**src/rtl/prime_display_monitor_pkg.sv**
```systemverilog
// Shared types, display constants and code-table helpers for the prime-sequence
// display monitor.
package prime_display_monitor_pkg;

   typedef enum logic {
      DIG_ONES = 1'b0,
      DIG_TENS = 1'b1
   } dig_sel_t;

   localparam logic [6:0] SEG_BLANK = 7'h7F;
   localparam logic [6:0] SEG_0     = 7'h40;
   localparam logic [6:0] SEG_1     = 7'h79;
   localparam logic [6:0] SEG_2     = 7'h24;
   localparam logic [6:0] SEG_3     = 7'h30;
   localparam logic [6:0] SEG_4     = 7'h19;
   localparam logic [6:0] SEG_5     = 7'h12;
   localparam logic [6:0] SEG_6     = 7'h02;
   localparam logic [6:0] SEG_7     = 7'h78;
   localparam logic [6:0] SEG_8     = 7'h00;
   localparam logic [6:0] SEG_9     = 7'h10;

   function automatic logic is_legal(input logic [3:0] v);
      case (v)
         4'd0, 4'd1, 4'd2, 4'd3, 4'd5, 4'd7, 4'd11, 4'd13: is_legal = 1'b1;
         default:                                          is_legal = 1'b0;
      endcase
   endfunction

   // Returns {valid, successor}; illegal codes have no successor (valid=0).
   function automatic logic [4:0] succ_of(input logic [3:0] v);
      case (v)
         4'd0:    succ_of = {1'b1, 4'd3};
         4'd3:    succ_of = {1'b1, 4'd5};
         4'd5:    succ_of = {1'b1, 4'd7};
         4'd7:    succ_of = {1'b1, 4'd11};
         4'd11:   succ_of = {1'b1, 4'd13};
         4'd13:   succ_of = {1'b1, 4'd1};
         4'd1:    succ_of = {1'b1, 4'd2};
         4'd2:    succ_of = {1'b1, 4'd3};
         default: succ_of = {1'b0, 4'd0};
      endcase
   endfunction

endpackage

```
**src/rtl/prime_display_monitor_if.sv**
```systemverilog
// Counter-value input and display/flag outputs of the prime display monitor.
interface prime_display_monitor_if;
   logic [3:0] value;
   logic [6:0] seg;
   logic [1:0] an;
   logic       code_err;
   logic       seq_err;
   logic [3:0] cur_val;

   modport master (output value, input seg, input an, input code_err, input seq_err, input cur_val);
   modport slave  (input value, output seg, output an, output code_err, output seq_err, output cur_val);
endinterface

```
**src/rtl/prime_display_monitor_seg7_decoder.sv**
```systemverilog
// Decimal digit to active-low seven-segment pattern (g..a); non-decimal inputs blank.
module seg7_decoder
   import prime_display_monitor_pkg::*;
(
   input  logic [3:0] i_digit,
   output logic [6:0] o_seg
);

   always_comb begin
      case (i_digit)
         4'd0:    o_seg = SEG_0;
         4'd1:    o_seg = SEG_1;
         4'd2:    o_seg = SEG_2;
         4'd3:    o_seg = SEG_3;
         4'd4:    o_seg = SEG_4;
         4'd5:    o_seg = SEG_5;
         4'd6:    o_seg = SEG_6;
         4'd7:    o_seg = SEG_7;
         4'd8:    o_seg = SEG_8;
         4'd9:    o_seg = SEG_9;
         default: o_seg = SEG_BLANK;
      endcase
   end

endmodule

```
**src/rtl/prime_display_monitor.sv**
```systemverilog
// Samples the prime-sequence counter, flags illegal codes and broken successions,
// and scans the sampled value onto a two-digit active-low display.
module prime_display_monitor
   import prime_display_monitor_pkg::*;
#(
   parameter int SCAN_BITS = 16
) (
   input  logic                    clk,
   input  logic                    reset,
   prime_display_monitor_if.slave  bus
);

   localparam logic [SCAN_BITS-1:0] SCAN_ONE = {{(SCAN_BITS-1){1'b0}}, 1'b1};

   logic [3:0]           r_val;
   logic                 r_have;
   logic [SCAN_BITS-1:0] r_scan;
   dig_sel_t             r_dig_sel;
   logic [6:0]           r_seg;
   logic [1:0]           r_an;
   logic                 r_code_err;
   logic                 r_seq_err;

   logic [3:0] w_ones;
   logic [3:0] w_digit;
   logic [6:0] w_pat;
   logic [6:0] w_seg_next;
   logic [1:0] w_an_next;
   logic [4:0] w_succ;
   logic       w_seq_bad;

   // Digit to decode: ones place of the sample, or a constant 1 for the tens place.
   always_comb begin
      w_ones = (r_val >= 4'd10) ? (r_val - 4'd10) : r_val;
      if (r_dig_sel == DIG_ONES) begin
         w_digit = w_ones;
      end else begin
         w_digit = 4'd1;
      end
   end

   seg7_decoder u_seg7 (
      .i_digit (w_digit),
      .o_seg   (w_pat)
   );

   // Next display state; the tens digit is blanked for single-digit values.
   always_comb begin
      if (r_dig_sel == DIG_ONES) begin
         w_an_next  = 2'b10;
         w_seg_next = w_pat;
      end else if (r_val >= 4'd10) begin
         w_an_next  = 2'b01;
         w_seg_next = w_pat;
      end else begin
         w_an_next  = 2'b11;
         w_seg_next = SEG_BLANK;
      end
   end

   // An illegal previous sample has no successor, so anything after it mismatches.
   always_comb begin
      w_succ    = succ_of(r_val);
      w_seq_bad = r_have && (!w_succ[4] || (bus.value != w_succ[3:0]));
   end

   // Sampling, sticky checks, digit scan and registered display outputs.
   always_ff @(posedge clk or posedge reset) begin
      if (reset) begin
         r_val      <= 4'd0;
         r_have     <= 1'b0;
         r_scan     <= '0;
         r_dig_sel  <= DIG_ONES;
         r_seg      <= SEG_BLANK;
         r_an       <= 2'b11;
         r_code_err <= 1'b0;
         r_seq_err  <= 1'b0;
      end else begin
         r_val  <= bus.value;
         r_have <= 1'b1;
         r_scan <= r_scan + SCAN_ONE;
         if (&r_scan) begin
            r_dig_sel <= (r_dig_sel == DIG_ONES) ? DIG_TENS : DIG_ONES;
         end
         if (!is_legal(bus.value)) begin
            r_code_err <= 1'b1;
         end
         if (w_seq_bad) begin
            r_seq_err <= 1'b1;
         end
         r_seg <= w_seg_next;
         r_an  <= w_an_next;
      end
   end

   assign bus.seg      = r_seg;
   assign bus.an       = r_an;
   assign bus.code_err = r_code_err;
   assign bus.seq_err  = r_seq_err;
   assign bus.cur_val  = r_val;

endmodule

```
**src/flat_wrapper.sv**
```systemverilog
// flat-port wrapper written by rule: the top's interface ports become plain ports
module prime_display_monitor_flat import prime_display_monitor_pkg::*;
#(
   parameter int SCAN_BITS = 16
)
  (clk, reset, bus_value, bus_seg, bus_an, bus_code_err, bus_seq_err, bus_cur_val);
  prime_display_monitor_if bus_i ();
  input  logic clk;
  input  logic reset;
  input wire logic [$bits(bus_i.value)-1:0] bus_value;
  output wire logic [$bits(bus_i.seg)-1:0] bus_seg;
  output wire logic [$bits(bus_i.an)-1:0] bus_an;
  output wire logic [$bits(bus_i.code_err)-1:0] bus_code_err;
  output wire logic [$bits(bus_i.seq_err)-1:0] bus_seq_err;
  output wire logic [$bits(bus_i.cur_val)-1:0] bus_cur_val;
  assign bus_i.value = bus_value;
  assign bus_seg = bus_i.seg;
  assign bus_an = bus_i.an;
  assign bus_code_err = bus_i.code_err;
  assign bus_seq_err = bus_i.seq_err;
  assign bus_cur_val = bus_i.cur_val;
  prime_display_monitor #(.SCAN_BITS(SCAN_BITS)) u_core (.clk(clk), .reset(reset), .bus(bus_i));
endmodule
```
**config.mk**
```make
export PLATFORM = sky130hd
export DESIGN_NAME = prime_display_monitor_flat
export DESIGN_NICKNAME = d
export VERILOG_FILES = /design/src/rtl/prime_display_monitor_pkg.sv /design/src/rtl/prime_display_monitor_if.sv /design/src/rtl/prime_display_monitor_seg7_decoder.sv /design/src/rtl/prime_display_monitor.sv /design/src/flat_wrapper.sv
export SDC_FILE = /design/constraint.sdc
export NUM_CORES = 1
export LEC_CHECK = 0
export BUFFER_PORTS_ARGS = -buffer_cell sky130_fd_sc_hd__buf_2
export CAP_MARGIN = 20
export CORE_UTILIZATION = 56
export DETAILED_ROUTE_END_ITERATION = 12
export GPL_TIMING_DRIVEN = 0
export HOLD_SLACK_MARGIN = 0.03
export PLACE_DENSITY_LB_ADDON = 0.2
export RECOVER_POWER = 100
export SLEW_MARGIN = 20
export SYNTH_ARGS = -nofsm -noshare
export SYNTH_HDL_FRONTEND = slang
export SYNTH_SLANG_ARGS = --single-unit
```
**constraint.sdc**
```tcl
create_clock -name clk -period 2.1 [get_ports clk]
set_clock_uncertainty 0.2 [all_clocks]
set_input_delay 0.315 -clock clk [delete_from_list [all_inputs] [get_ports clk]]
set_output_delay 0.315 -clock clk [all_outputs]
set_load 0.01 [all_outputs]
```
==> flow_metrics.tcl, run 1 <==
set metrics [dict create \
    dp_hpwl_mm 1.92 \
    p_per_area_nw_per_um2 710 \
    finalCritPeriodShare 0.961 \
    grt-ovfl-total 0 \
    drt_wl_total_mm 2.75 \
    final_common_cell "dfrtp_1" \
    place.gp.congestion 0.790 \
    hold_end "u_core.bus.an[0]$_DFF_PP1_" \
    timing.final.hold_violations 0 \
    drc 0 \
    placed_cells 196 \
    status "finished clean" \
    cts_buffer_depth 2 \
    nNetsFinal 189 \
    rows 18 \
    via_per_inst 5.45 \
    final_cell_mix "24 x dfrtp_1, 22 x clkbuf_1, 11 x xnor2_1" \
    tritoncts "built" \
    grt_pass1_wl_mm 4.61 \
    grt_pass1_vias 1087 \
    min_from "u_core.r_dig_sel$_DFFE_PP0P_" \
    ys_ff_latch 33 \
    synth_seq_area_share 0.534 \
    critPathMaxStageDelay_ns 0.54 \
    wl_per_cell_microns 13.2 \
    p_leak_nw 0.784 \
    h-tree-depth 2 \
    crit_arrival_ns 2.03 \
    tightest_slew_ns 1.16 \
    io_buffer_count 20 \
    start_kind "primary input" \
    areaGrowthSynthToFinish_pct 17.3 \
    drt_iter0_markers 8 \
    cp.required_ns 2.11 \
    grt_setup_unrepaired "false" \
    synth-simple-area-share 0.184 \
    rr_startpoint "u_core.bus.cur_val[1]$_DFF_PP0_" \
    yosys_warnings 0 \
    synth_top_family_by_area "simple AND/OR/NAND/NOR gates" \
    place_area_sq_um 1710 \
    hp-class "reg -> reg" \
    peakVddDrop_v 0.000711 \
    syn_nets 157 \
    yosys.area_share.xor_xnor 0.0894 \
    dieWidth_microns 54.9 \
    setup_slack_ns 0.0823 \
    r2r_setup_slack_ns 0.12 \
    ys_types 40 \
    grt_antenna_before_repair 0 \
    slew_headroom 0.224 \
    start_util 0.611 \
    grt_max_degree 34 \
    dr.pass1.iters 4 \
    hold_path_depth 0 \
    postLayoutCellArea_sq_um 1840 \
    utilization 0.716 \
    layout-drive-gt1-share 0.134 \
    hold_slack_ns 0.183 \
    crit_type "in -> reg" \
    reg2reg_to "u_core.bus.seg[6]$_DFF_PP1_" \
    yosys.area_share.adder 0.0399 \
    fin_crit_ns 2.02 \
    crit_fanout 5 \
    grtUsageTotal 0.220 \
    core_region_area_sq_um 2570 \
    cts.reportedPaths.clkPinSlew_ns 0.09 \
    drv_slew 0 \
    path_cells "dlygate4sd3_1 -> clkbuf_1 -> or3b_1 -> a21oi_1 -> o211ai_1 -> a311o_1" \
    power_mw 1.31 \
    clk_latency_ns 0.33 \
    finalNonFillerCells 209 \
    dp_slack_ns 0.0913 \
    cts_root_buf "clkbuf_4" \
    synth-compound-area-share 0.111 \
    setup_viol 0 \
    cts_num_sinks 33 \
    syn_avg_cell_area_sq_um 10.7 \
    cts_buffers 5 \
    n_antenna_cell 0 \
    r2r_cells 6 \
    die-area_sq_um 3020 \
    synthCells 146 \
    maxCapViolCount 0 \
    muxShareOfSynthArea 0 \
    dr_total_vias 1139 \
    tns_ns 0 \
    io_pins 21 \
    endpoint_kind "flop" \
    die_h_microns 54.9 \
    max_freq_ghz 0.496 \
    ant_nets 0 \
    cpMaxStageDelayCell "dlygate4sd3_1" \
    fill_cells 202 \
    syn-cell-area_sq_um 1570 \
]
worst max-delay path by stage:
| stage | start | slack, ns | endpoint | depth (start not counted) |
|---|---|---|---|---|
| CTS | u_core.bus.cur_val[1]$_DFF_PP0_ | 0.05 | u_core.bus.seg[4]$_DFF_PP1_ | 6 |
| floorplan | u_core.bus.cur_val[1]$_DFF_PP0_ | 0.22 | u_core.bus.seg[0]$_DFF_PP1_ | 6 |
| global route | bus_value[1] | 0.02 | u_core.bus.seq_err$_DFFE_PP0P_ | 6 |
| global placement | u_core.bus.cur_val[1]$_DFF_PP0_ | 0.13 | u_core.bus.seg[0]$_DFF_PP1_ | 6 |
| detailed placement | u_core.bus.cur_val[1]$_DFF_PP0_ | 0.09 | u_core.bus.seg[1]$_DFF_PP1_ | 6 |
| finish | bus_value[1] | 0.08 | u_core.bus.seq_err$_DFFE_PP0P_ | 6 |
repair_timing:
action                                  in CTS  in global routing
hold buffers                                 5                  0
resized for setup                            0                  5
endpoints found under the hold margin       28                  0
setup buffers                                0                  0
endpoints found under the setup margin       0                  7
power breakdown:
part | switching [mW] | internal (mW) | total (mW)
logic | 0.0865 | 0.0544 | 0.141
clock network | 0.203 | 0.284 | 0.488
registers | 0.0101 | 0.668 | 0.678
total | 0.300 | 1.01 | 1.31
per-layer routing:
layer / wire, microns / vias to the layer above / track usage
li1: - / 575 / -
met2: 1280 / 28 / 0.371
met1: 1310 / 534 / 0.272
met3: 133 / 2 / 0.0738
met5: 0 / - / 0
met4: 21 / 0 / 0.0500
cells in the mapped netlist, drive strengths merged:
master   number  area (sq um)
dfrtp        24           601
xnor2        11          96.3
inv          10          37.5
dfstp         9           236
nor2          8          30.0
o21ai         8          40.0
nand3         7          35.0
a21oi         6          33.8
nand4         6          37.5
ha            5          62.6
nand2         5          18.8
xor2          5          43.8
buf           4          20.0
nand3b        4          30.0
nor2b         4          25.0
and2          3          18.8
nor3          3          15.0
o211ai        3          22.5
a211oi        2          20.0
and4          2          17.5
nand2b        2          12.5
a211o         1          8.76
a221oi        1          8.76
a311o         1          10.0
a31oi         1          6.26
a32oi         1          8.76
clkbuf        1          3.75
conb          1          3.75
nand4b        1          8.76
nand4bb       1          11.3
nor3b         1          7.51
nor4          1          6.26
o21a          1          7.51
o21bai        1          7.51
or3           1          6.26
or3b          1          8.76
cell type report:
cell class                 count  area, sq um  area share
tap                           30         37.5      0.0204
multi-input combinational     98          688       0.374
buffer                         5         27.5      0.0150
inverter                      10         37.5      0.0204
sequential                    33          837       0.455
clock inverter                 1         30.0      0.0163
timing repair buffer          25          126      0.0687
clock buffer                   7         55.1      0.0299
registers in the layout, summed over array words and instances (netlist names):
signal	cells
u_core.bus.an	2
u_core.bus.code_err	1
u_core.bus.cur_val	4
u_core.bus.seg	7
u_core.bus.seq_err	1
u_core.r_dig_sel	1
u_core.r_have	1
u_core.r_scan	16
critical path, delay by kind of cell:
family,cells,cell delay [ns]
AND/OR/NAND/NOR,1,0.36
buffers and inverters,2,0.70
AO/OA/AOI/OAI,3,0.65
kinds of logic after synthesis:
kind of cell	count (synthesis)
buffers and inverters	15
XOR/XNOR	16
adder cells (fa/ha/maj)	5
flip-flops	33
AND/OR/NAND/NOR	50
other	1
AO/OA/AOI/OAI	26
Power figures use the tool's default switching activity.
==> run 2: changes to the inputs <==
--- a/config.mk
+++ b/config.mk
@@ -9,7 +9,6 @@
 export CAP_MARGIN = 20
 export CORE_UTILIZATION = 56
 export DETAILED_ROUTE_END_ITERATION = 12
-export GPL_TIMING_DRIVEN = 0
 export HOLD_SLACK_MARGIN = 0.03
 export PLACE_DENSITY_LB_ADDON = 0.2
 export RECOVER_POWER = 100
==> flow_metrics.tcl, run 2 (synthesis results as in run 1) <==
set metrics [dict create \
    p_int_mw 1.00 \
    start_kind "primary input" \
    finalNonFillerCells 208 \
    clock_power_share 0.377 \
    wl_per_cell_microns 13.4 \
    tritoncts "built" \
    grt_max_degree 34 \
    grtUsageTotal 0.226 \
    cts_buffer_depth 2 \
    slew_headroom 0.498 \
    endpoint_kind "flop" \
    dr_total_vias 1154 \
    dp_hpwl_mm 2.06 \
    cp.required_ns 2.12 \
    grt_pass1_vias 1111 \
    ant_nets 0 \
    die_h_microns 54.9 \
    tns_ns 0 \
    via_per_inst 5.55 \
    status "finished clean" \
    core_region_area_sq_um 2570 \
    drt_wl_total_mm 2.80 \
    layout-drive-gt1-share 0.129 \
    netSwitchingPower_mw 0.301 \
    p_seq_frac 0.522 \
    timing.final.hold_violations 0 \
    die-area_sq_um 3020 \
    multiInputGateArea_sq_um 669 \
    dieWidth_microns 54.9 \
    grt_antenna_before_repair 0 \
    grt_pass1_wl_mm 4.66 \
    crit_type "in -> reg" \
    power_mw 1.30 \
    r2r_setup_slack_ns 0.16 \
    clk_latency_ns 0.33 \
    rr_startpoint "u_core.bus.cur_val[1]$_DFF_PP0_" \
    postLayoutCellArea_sq_um 1820 \
    hp-class "reg -> reg" \
    h-tree-depth 2 \
    drc 0 \
    seqCellArea_sq_um 837 \
    largest_register_ffs 16 \
    io_buffer_count 20 \
    path_buf_inv 2 \
    cts_buffers 5 \
    cts.reportedPaths.clkPinSlew_ns 0.10 \
    fill_cells 203 \
    max_freq_ghz 0.512 \
    critPathLaunch "bus_value[1]" \
    dp_slack_ns 0.217 \
    drt_iter0_markers 12 \
    path_cells "dlygate4sd3_1 -> buf_2 -> or3b_1 -> a21oi_1 -> o211ai_1 -> a311o_1" \
    tightest_slew_ns 0.753 \
    finalCritPeriodShare 0.930 \
    n_antenna_cell 0 \
    nNetsFinal 188 \
    placed_cells 195 \
    combPwrFrac 0.101 \
    io_pins 21 \
    peakVddDrop_v 0.000731 \
    setup_slack_ns 0.146 \
    grt-ovfl-total 0 \
    r2r_cells 5 \
    drv_slew 0 \
    critPathMaxStageDelay_ns 0.53 \
    crit_fanout 5 \
    top_register "u_core.r_scan" \
    start_util 0.611 \
    switching_share 0.231 \
    crit_path_end "u_core.bus.seq_err$_DFFE_PP0P_" \
    cts_root_buf "clkbuf_4" \
    utilization 0.707 \
    setup_viol 0 \
    rows 18 \
    final_common_cell "dfrtp_1" \
    maxCapViolCount 0 \
    grt_setup_unrepaired "false" \
    p_leak_nw 0.780 \
    place_area_sq_um 1710 \
    reg2reg_to "u_core.bus.seg[3]$_DFF_PP1_" \
    hold_buffers 5 \
    crit_arrival_ns 1.97 \
    place.gp.congestion 0.804 \
    cpMaxStageDelayCell "dlygate4sd3_1" \
    cp_num_cells 6 \
    fin_crit_ns 1.95 \
    cts_num_sinks 33 \
    final_cell_mix "24 x dfrtp_1, 20 x clkbuf_1, 11 x xnor2_1" \
    post-cts-setup-buffer-count 0 \
    dr.pass1.iters 4 \
    ctsResizeCount 0 \
    cp_top_family "buffers and inverters" \
    p_per_area_nw_per_um2 719 \
    hold_slack_ns 0.266 \
    areaGrowthSynthToFinish_pct 15.8 \
]
run 2: how the worst min path moves through the flow:
stage	start	endpoint	slack (ns)	depth (start not counted)
2_1_floorplan	bus_value[0]	u_core.bus.cur_val[0]$_DFF_PP0_	0.15	0
3_3_place_gp	reset	u_core.bus.code_err$_DFFE_PP0N_	0.20	3
3_5_place_dp	reset	u_core.r_scan[0]$_DFF_PP0_	0.22	3
4_1_cts	u_core.r_scan[0]$_DFF_PP0_	u_core.r_scan[0]$_DFF_PP0_	0.27	1
5_1_grt	u_core.r_scan[0]$_DFF_PP0_	u_core.r_scan[0]$_DFF_PP0_	0.29	1
6_report	u_core.r_scan[0]$_DFF_PP0_	u_core.r_scan[0]$_DFF_PP0_	0.27	1
run 2: layout make-up:
cell class	count	share of cell area
repair buffers	29	0.0820
inverters	10	0.0207
clock inverters	1	0.0165
well taps	30	0.0207
multi-input cells	98	0.369
flip-flops and latches	33	0.461
clock buffers	7	0.0303
run 2: power groups by stage:
stage / combinational [mW] / sequential, mW / clock (mW)
5_1_grt: 0.151 / 0.685 / 0.528
3_3_place_gp: 0.131 / 0.690 / 0
6_report: 0.132 / 0.680 / 0.492
3_5_place_dp: 0.135 / 0.692 / 0
4_1_cts: 0.143 / 0.680 / 0.501
2_1_floorplan: 0.0770 / 0.701 / 0
run 2: routing by layer:
metal / up-vias / wire length, microns / GRT usage
met5: - / 0 / 0
li1: 568 / - / -
met4: 0 / 30 / 0.0750
met3: 5 / 132 / 0.0656
met1: 551 / 1240 / 0.272
met2: 30 / 1390 / 0.388
==> run 3: changes to the inputs <==
--- a/config.mk
+++ b/config.mk
@@ -5,9 +5,12 @@
 export SDC_FILE = /design/constraint.sdc
 export NUM_CORES = 1
 export LEC_CHECK = 0
+export ABC_AREA = 1
 export BUFFER_PORTS_ARGS = -buffer_cell sky130_fd_sc_hd__buf_2
 export CAP_MARGIN = 20
-export CORE_UTILIZATION = 56
+export CELL_PAD_IN_SITES_DETAIL_PLACEMENT = 0
+export CELL_PAD_IN_SITES_GLOBAL_PLACEMENT = 2
+export CORE_UTILIZATION = 35
 export DETAILED_ROUTE_END_ITERATION = 12
 export HOLD_SLACK_MARGIN = 0.03
 export PLACE_DENSITY_LB_ADDON = 0.2
==> flow_metrics.tcl, run 3 <==
set metrics [dict create \
    status "finished clean" \
    netSwitchingPower_mw 0.333 \
    syn_avg_cell_area_sq_um 9.19 \
    n_antenna_cell 0 \
    ctsResizeCount 0 \
    rows 24 \
    grt_antenna_before_repair 0 \
    syn-cell-area_sq_um 1600 \
    io_pins 21 \
    drv_slew 0 \
    utilization 0.428 \
    crit_arrival_ns 1.91 \
    ys_ff_latch 33 \
    synth_edf_count 0 \
    switching_share 0.246 \
    core_region_area_sq_um 4380 \
    timing.final.hold_violations 0 \
    combPwrFrac 0.105 \
    layout-drive-gt1-share 0.130 \
    hp-class "reg -> reg" \
    p_int_mw 1.02 \
    dieWidth_microns 69.6 \
    cts_num_sinks 33 \
    tns_ns 0 \
    p_seq_frac 0.508 \
    maxCapViolCount 0 \
    final_cell_mix "47 x nand2_1, 24 x dfrtp_1, 19 x clkbuf_1" \
    clock_power_share 0.387 \
    ys_types 30 \
    yosys.area.top_type "dfrtp_1" \
    finalCritPeriodShare 0.913 \
    cts_buffers 5 \
    cts_root_buf "clkbuf_8" \
    die-area_sq_um 4840 \
    ys_top_cells_by_area "dfrtp_1 38%, dfstp_2 15%, nand2_1 11%" \
    syn_nets 185 \
    cts.reportedPaths.clkPinSlew_ns 0.07 \
    final_common_cell "nand2_1" \
    yosys_warnings 0 \
    setup_viol 0 \
    post-cts-setup-buffer-count 0 \
    synth_ff_type "dfrtp_1" \
    p_per_area_nw_per_um2 719 \
    path_cells "inv_2 -> ha_1 -> a21oi_1 -> nand2_1 -> clkinv_2 -> o21ai_4 -> o211ai_1" \
    yosysMostFrequentCell "nand2_1" \
    yosysTopAreaCellShare 0.376 \
    critPathMaxStageDelay_ns 0.53 \
    grt_pass1_vias 1143 \
    grt_setup_unrepaired "false" \
    grtUsageTotal 0.131 \
    drc 0 \
    io_buffer_count 20 \
    peakVddDrop_v 0.000277 \
    dp_hpwl_mm 2.12 \
    nNetsFinal 218 \
    crit_type "reg -> reg" \
    slew_headroom 0.481 \
    start_util 0.365 \
    tightest_slew_ns 0.778 \
    drt_wl_total_mm 2.86 \
    synthTopCellsByCount "47 x nand2_1, 24 x dfrtp_1, 16 x inv_1, 14 x nand3_1" \
    dr.pass1.iters 4 \
    cpMaxStageDelayCell "dfrtp_1" \
    postLayoutCellArea_sq_um 1880 \
    die_h_microns 69.6 \
    synthCells 174 \
    wl_per_cell_microns 11.0 \
    tritoncts "built" \
    clk_latency_ns 0.28 \
    areaGrowthSynthToFinish_pct 17.4 \
    drt_iter0_markers 74 \
    largest_register_ffs 16 \
    crit_fanout 8 \
    synth_seq_area_share 0.523 \
    synthArstFlopShare 1.00 \
    grt_pass1_wl_mm 4.97 \
    grt_max_degree 34 \
    ant_nets 0 \
    fin_crit_ns 1.92 \
    cts_buffer_depth 2 \
    top_register "u_core.r_scan" \
    max_freq_ghz 0.521 \
    endpoint_kind "flop" \
    via_per_inst 4.62 \
    hold_buffers 5 \
    p_leak_nw 0.900 \
    start_kind "flop" \
    cp.required_ns 2.09 \
    grt-ovfl-total 0 \
    place.gp.congestion 0.775 \
    h-tree-depth 2 \
    dr_total_vias 1200 \
    place_area_sq_um 1770 \
]
-- run 3: area by class of cell --
| cell class | instances | area, sq um |
|---|---|---|
| tap | 52 | 65.1 |
| multi-input combinational | 121 | 667 |
| timing repair buffer | 26 | 131 |
| inverter | 20 | 76.3 |
| fill | 456 | 2510 |
| clock inverter | 1 | 5.00 |
| clock buffer | 7 | 96.3 |
| sequential | 33 | 837 |
-- run 3: worst max-delay path, delay by kind of cell, from the launching register on --
kind,cells,cell delay (ns)
AOI/OAI and AO/OA,3,0.40
adders and majority gates,1,0.28
buffers and inverters,2,0.22
DFF,1,0.53
and+or+nand+nor,1,0.20
-- run 3: power groups by stage --
stage | clock network (mW) | logic [mW] | registers [mW]
after global placement | 0 | 0.146 | 0.696
after global routing | 0.575 | 0.160 | 0.688
final | 0.523 | 0.142 | 0.685
after CTS | 0.542 | 0.153 | 0.685
after detailed placement | 0 | 0.146 | 0.696
after floorplan | 0 | 0.0833 | 0.710
-- run 3: metrics by stage --
stage / std cells / power (mW) / hold WS [ns] / worst slack (ns)
floorplan: 174 / 0.793 / 0.146 / 0.303
global placement: 247 / 0.843 / 0.216 / 0.243
global route: 260 / 1.42 / 0.277 / 0.0207
detailed placement: 247 / 0.842 / 0.233 / 0.203
finish: 260 / 1.35 / 0.241 / 0.182
CTS: 260 / 1.38 / 0.248 / 0.189
-- run 3: cell families after synthesis --
group,share of synthesized area
other cells,0.00235
xor+xnor,0.0767
buf+inv,0.0477
flops,0.523
simple gates,0.244
fa+ha+maj,0.0391
compound gates,0.0665
-- run 3: path summary, 6_finish.rpt --
check,from,to,slack [ns],cells after the start
max,u_core.bus.cur_val[1]$_DFF_PP0_,u_core.bus.seg[1]$_DFF_PP1_,0.18,7
min,u_core.r_have$_DFF_PP0_,u_core.bus.seq_err$_DFFE_PP0P_,0.24,2
max in group asynchronous,reset,u_core.r_scan[4]$_DFF_PP0_,0.61,4
max reg2reg,u_core.bus.cur_val[1]$_DFF_PP0_,u_core.bus.seg[1]$_DFF_PP1_,0.18,7
min in group asynchronous,reset,u_core.bus.seq_err$_DFFE_PP0P_,0.60,4
min reg2reg,u_core.r_have$_DFF_PP0_,u_core.bus.seq_err$_DFFE_PP0P_,0.24,2
-- run 3: per-layer routing --
layer / routed length (microns) / part of all wire / GRT usage / vias to the layer above
met3: 126 / 0.044 / 0.0480 / 6
met4: 48 / 0.017 / 0.0476 / 0
met1: 1380 / 0.48 / 0.165 / 548
li1: - / - / - / 621
met2: 1300 / 0.46 / 0.206 / 25
met5: 0 / 0 / 0 / -
